**src/rtl/lfsr_pkg.sv**
```systemverilog
// Shared LFSR definitions: maximal-length tap table, request FSM encoding and
// the state helpers used by both the core register and the wrap detector.
package lfsr_pkg;

  localparam int LFSR_MIN_W = 3;
  localparam int LFSR_MAX_W = 16;

  typedef enum logic [0:0] {
    IDLE   = 1'b0,
    SEARCH = 1'b1
  } fsm_t;

  // Bit i set means state bit i is XORed into the new LSB after the left shift.
  // Each entry realises a primitive polynomial x^W + ... + 1.
  function automatic logic [15:0] tap_mask(input int w);
    logic [15:0] m;
    case (w)
      3:       m = 16'h0005; // x^3 + x^2 + 1
      4:       m = 16'h0009; // x^4 + x^3 + 1
      5:       m = 16'h0012; // x^5 + x^3 + 1
      6:       m = 16'h0021; // x^6 + x^5 + 1
      7:       m = 16'h0041; // x^7 + x^6 + 1
      8:       m = 16'h008E; // x^8 + x^6 + x^5 + x^4 + 1
      9:       m = 16'h0108; // x^9 + x^5 + 1
      10:      m = 16'h0204; // x^10 + x^7 + 1
      11:      m = 16'h0402; // x^11 + x^9 + 1
      12:      m = 16'h0CA0; // x^12 + x^6 + x^4 + x + 1
      13:      m = 16'h1B00; // x^13 + x^4 + x^3 + x + 1
      14:      m = 16'h3500; // x^14 + x^5 + x^3 + x + 1
      15:      m = 16'h4001; // x^15 + x^14 + 1
      16:      m = 16'h8805; // x^16 + x^15 + x^13 + x^4 + 1
      default: m = 16'h0000;
    endcase
    return m;
  endfunction

  // The all-zero state is a lockup point for an XOR LFSR, so it maps to 1.
  function automatic logic [15:0] nz(input logic [15:0] x);
    return (x == 16'd0) ? 16'd1 : x;
  endfunction

  // One Fibonacci step of a w-bit register held in the low bits of s.
  function automatic logic [15:0] lfsr_next(input logic [15:0] s, input int w);
    logic [16:0] lim;
    logic        fb;
    lim = (17'd1 << w) - 17'd1;
    fb  = ^(s & tap_mask(w));
    return {s[14:0], fb} & lim[15:0];
  endfunction

endpackage

```
**src/rtl/lfsr_core.sv**
```systemverilog
// LFSR state register: reset to the zero-guarded SEED, runtime reseed, and a
// single Fibonacci step per enabled cycle.
module lfsr_core
  import lfsr_pkg::*;
#(
  parameter int WIDTH = 6,
  parameter int SEED  = 1
) (
  input  logic             clk,
  input  logic             reset,
  input  logic             en,
  input  logic             load,
  input  logic [WIDTH-1:0] seed_in,
  output logic [WIDTH-1:0] state
);

  localparam logic [WIDTH-1:0] RESET_STATE = WIDTH'(nz(16'(SEED)));

  if (WIDTH < LFSR_MIN_W || WIDTH > LFSR_MAX_W) begin : g_bad_width
    $error("lfsr_core: WIDTH must be in 3..16");
  end

  // Reset beats load, load beats step; a load cycle never also steps.
  always_ff @(posedge clk) begin
    if (reset) begin
      state <= RESET_STATE;
    end else if (load) begin
      state <= WIDTH'(nz(16'(seed_in)));
    end else if (en) begin
      state <= WIDTH'(lfsr_next(16'(state), WIDTH));
    end
  end

endmodule

```
**src/rtl/lfsr_rng.sv**
```systemverilog
// LFSR random source with a rejection-sampled bounded output in [0, OUT_MAX]
// and a pulse marking each return to the start value.
module lfsr_rng
  import lfsr_pkg::*;
#(
  parameter int WIDTH   = 6,
  parameter int SEED    = 1,
  parameter int OUT_MAX = 47
) (
  input  logic             clk,
  input  logic             reset,
  input  logic             en,
  input  logic             load,
  input  logic [WIDTH-1:0] seed_in,
  input  logic             req,
  output logic [WIDTH-1:0] number,
  output logic [WIDTH-1:0] rnd,
  output logic             rnd_valid,
  output logic             busy,
  output logic             wrap
);

  localparam logic [WIDTH-1:0] START_RST = WIDTH'(nz(16'(SEED)));
  localparam logic [WIDTH-1:0] BOUND     = WIDTH'(OUT_MAX);

  if (OUT_MAX < 1 || OUT_MAX > (1 << WIDTH) - 2) begin : g_bad_bound
    $error("lfsr_rng: OUT_MAX must be in 1..2^WIDTH-2");
  end

  fsm_t             fsm;
  fsm_t             fsm_nxt;
  logic             step;
  logic             accept;
  logic [WIDTH-1:0] start;
  logic [WIDTH-1:0] state_nxt;

  lfsr_core #(
    .WIDTH (WIDTH),
    .SEED  (SEED)
  ) u_core (
    .clk     (clk),
    .reset   (reset),
    .en      (step),
    .load    (load),
    .seed_in (seed_in),
    .state   (number)
  );

  // A search consumes one state per cycle; en adds no extra step on top.
  assign busy      = (fsm == SEARCH);
  assign step      = en | busy;
  assign state_nxt = WIDTH'(lfsr_next(16'(number), WIDTH));

  // Requests are only taken in IDLE; a load cycle re-seeds instead of
  // consuming the current state, so the search resumes from the new seed.
  always_comb begin
    fsm_nxt = fsm;
    accept  = 1'b0;
    case (fsm)
      IDLE: begin
        if (req) fsm_nxt = SEARCH;
      end
      SEARCH: begin
        if (!load && (number <= BOUND)) begin
          accept  = 1'b1;
          fsm_nxt = IDLE;
        end
      end
      default: fsm_nxt = IDLE;
    endcase
  end

  // Request FSM state register.
  always_ff @(posedge clk) begin
    if (reset) fsm <= IDLE;
    else       fsm <= fsm_nxt;
  end

  // Start value of the current period, re-anchored by every load.
  always_ff @(posedge clk) begin
    if (reset)     start <= START_RST;
    else if (load) start <= WIDTH'(nz(16'(seed_in)));
  end

  // Accepted value is captured with a one-cycle valid and held afterwards.
  always_ff @(posedge clk) begin
    if (reset) begin
      rnd       <= '0;
      rnd_valid <= 1'b0;
    end else begin
      rnd_valid <= accept;
      if (accept) rnd <= number;
    end
  end

  // Wrap flags a real step landing on the start value, never a load.
  always_ff @(posedge clk) begin
    if (reset) wrap <= 1'b0;
    else       wrap <= step && !load && (state_nxt == start);
  end

endmodule

```
**config.mk**
```make
export PLATFORM = sky130hd
export DESIGN_NAME = lfsr_rng
export DESIGN_NICKNAME = d
export VERILOG_FILES = /design/src/rtl/lfsr_pkg.sv /design/src/rtl/lfsr_core.sv /design/src/rtl/lfsr_rng.sv
export SDC_FILE = /design/constraint.sdc
export NUM_CORES = 1
export LEC_CHECK = 0
export ABC_AREA = 1
export BUFFER_PORTS_ARGS = -buffer_cell sky130_fd_sc_hd__buf_2
export CAP_MARGIN = 30
export CELL_PAD_IN_SITES_DETAIL_PLACEMENT = 0
export CELL_PAD_IN_SITES_GLOBAL_PLACEMENT = 1
export CORE_MARGIN = 3
export CORE_UTILIZATION = 36
export DETAILED_ROUTE_END_ITERATION = 6
export GPL_ROUTABILITY_DRIVEN = 0
export PLACE_DENSITY = 0.8
export SYNTH_ARGS = -nofsm -noshare
export SYNTH_HDL_FRONTEND = slang
export SYNTH_SLANG_ARGS = --single-unit
```
**constraint.sdc**
```tcl
create_clock -name clk -period 1.2 [get_ports clk]
set_input_delay 0.18 -clock clk [delete_from_list [all_inputs] [get_ports clk]]
set_output_delay 0.18 -clock clk [all_outputs]
set_load 0.01 [all_outputs]
```
==> reports/results.ini <==
[sta]
fmax_mhz = 876
timing.max_slew.rel_slack = 0.844
actual_slew_at_the_worst_max_slew_pin_ns = 0.234
final-hold-violation-count = 0
timing.final.crit_share = 0.951
setup_tns_ns = 0
finalCriticalPeriod_ns = 1.14
whs_ns = 0.0861
rsz_0062_raised_after_global_routing = false
report.final.setup_viol = 0
number_of_slew_limit_violations_in_the_final_report = 0
final_clock_skew_ns = 0.0157

[power_and_ir_drop]
peakVddDrop_v = 0.000918
power.static_leakage_nw = 0.577
power_density_nw_per_um2 = 1160

[synth]
yosysTopAreaCell = sky130_fd_sc_hd__dfxtp_1
synthesis.instances = 130
synthesis.area_um2 = 978
asyncSetResetFlopFracSynth = 0
post_syn_area_per_cell_um2 = 7.53
synthMostInstantiatedCell = sky130_fd_sc_hd__nand2_1
yosys_most_used_dff = sky130_fd_sc_hd__dfxtp_1
synth_seq_cells = 21
synthDominantCellAreaShare = 0.430
synthesis.yosys.warnings = 0
synth_enable_flop_cells = 0
ys_seq_area_frac = 0.430
synthTopCellsByArea = sky130_fd_sc_hd__dfxtp_1 (43%), sky130_fd_sc_hd__nand2_1 (20%), sky130_fd_sc_hd__nand3_1 (5.6%)
synth_cell_types = 21
syn_nets = 141
synth.top_cells.by_count = sky130_fd_sc_hd__nand2_1 (51), sky130_fd_sc_hd__dfxtp_1 (21), sky130_fd_sc_hd__nand3_1 (11), sky130_fd_sc_hd__inv_1 (9), sky130_fd_sc_hd__nor2_1 (7)

[route]
remaining_drcs = 0
drt_pre_antenna_iters = 4
wl_um = 2300
via_count = 911
drt-vias-per-instance = 4.82
detail-route-antenna-nets = 0
drt_first_iter_violations = 55
detail_route.wl_per_cell_um = 12.2

[cts]
hold_buffer_count_at_cts = 0
tritoncts = built
cts-buffers-inserted = 3
h-tree-depth = 1
post_cts.repair.setup_buffers = 0
clock_tree.root_cell = sky130_fd_sc_hd__clkbuf_4
clkLatencyLatePin_ns = 0.31
cts.path.max_buffers = 2
clkSlewWorstSetupHoldPaths_ns = 0.13
clock_sinks = 21
cts_repair_resize_count = 1

[worst_setup_path]
critical_path.max_stage_delay_ns = 0.47
critPathRequiredTime_ns = 1.02
cp_cell_sequence = buf_2
worst_ep_arrival_time_ns = 0.96
cp_num_buf_inv = 1
worst_path_class_setup = reg2out
crit_path_slowest_cell = sky130_fd_sc_hd__dfxtp_1
critical_path_peak_fanout = 5
timing.critical_path.max_delay_family = flip-flops
critical_path_sink_type = output pin
regToRegStartpoint = busy
critical_path.startpoint = busy
startpoint_type_of_the_worst_setup_path = flip-flop

[global_routing]
grt_pass1_wl_um = 3860
grt.overflow.total = 0
grt_start_max_net_pins = 13
grtUsageTotal = 0.150
initial_antenna_violation_count = 0
vias_in_the_first_global_route = 860

[floorplanning]
floorplan.core_area_um2 = 2520
floorplan.io_pins = 26
core.rowCount = 18
fp.dieW_um = 58.1
design.die.area_um2 = 3380
dieHeight_um = 58.1
initial_utilization = 0.388

[placed_design]
placement.io_buffers = 25
dp.cells = 185
dp_hpwl_um = 1760

[job]
count_of_max_cap_constraint_violations = 0

[layout]
antenna_cells = 0
stdcell_count = 189
proportion_of_layout_cells_with_a_drive_suffix_above_1 = 0.296
number_of_nets_in_the_finished_design = 171
area_delta_synth_final_pct = 18.3
finalCoreUtilization = 0.459

[hold_path]
min_path_type = in2reg
min_from = req

[status]
status = finished, final reports clean

## final timing paths
| path | end | slack, ns | cells past startpoint |
|---|---|---|---|
| worst max register to register | u_core.state[2] | 0.16 | 5 |
| worst min register to register | rnd[1] | 0.48 | 2 |
| worst min-delay path | busy | 0.09 | 2 |
| worst max-delay path | busy | 0.06 | 1 |
## metrics by stage
step	setup slack (ns)	power, mW	instance area, um2
floorplan	0.238	0.939	978
global placement	0.207	1.02	1130
detailed placement	0.189	1.02	1130
CTS	0.0401	1.37	1160
global route	0.00464	1.42	1160
finish	0.0589	1.35	1160
## report_power, final
group | leakage, nW | internal [mW] | switching [mW]
Sequential | 0.172 | 0.734 | 0.0352
Clock | 0.0177 | 0.125 | 0.219
Combinational | 0.387 | 0.0948 | 0.140
## final cells by class
cell class	instances	area [um2]
inverters	12	52.6
multi-input cells	94	469
clock buffers	3	22.5
well taps	30	37.5
fillers	286	1370
clock inverters	1	5.00
flip-flops and latches	21	423
repair buffers	28	148
## flip-flops by register name (all words and copies together), names as in the netlist
name,cells
busy,1
rnd_valid,1
u_core.state,6
wrap,1
rnd,6
start,6
## layer usage
layer / part of all wire / global-route usage / vias to the layer above
met1: 0.46 / 0.191 / 413
met5: 0 / 0 / -
met2: 0.47 / 0.250 / 27
li1: - / - / 469
met3: 0.059 / 0.0401 / 2
met4: 0.010 / 0.0397 / 0
## placed cells by master, fill, tap and decap left out, drive strengths merged
cell type | Yosys | routed
a21oi | 10 | 10
xnor2 | 2 | 2
nand2 | 52 | 52
clkinv | 0 | 1
inv | 12 | 12
o211a | 1 | 1
nand3b | 3 | 3
nor2 | 8 | 8
clkbuf | 0 | 3
nand3 | 12 | 12
buf | 3 | 28
o21ai | 6 | 6
dfxtp | 21 | 21
## cell families (layout without fill, tap and decap cells)
group	after synthesis	in the layout	synth area share
buffers and inverters	15	44	0.0908
XOR/XNOR	2	2	0.0179
flip-flops	21	21	0.430
AND/OR/NAND/NOR	75	75	0.343
AO/OA/AOI/OAI	17	17	0.119
Note: power is estimated with default switching activity, not from simulation.
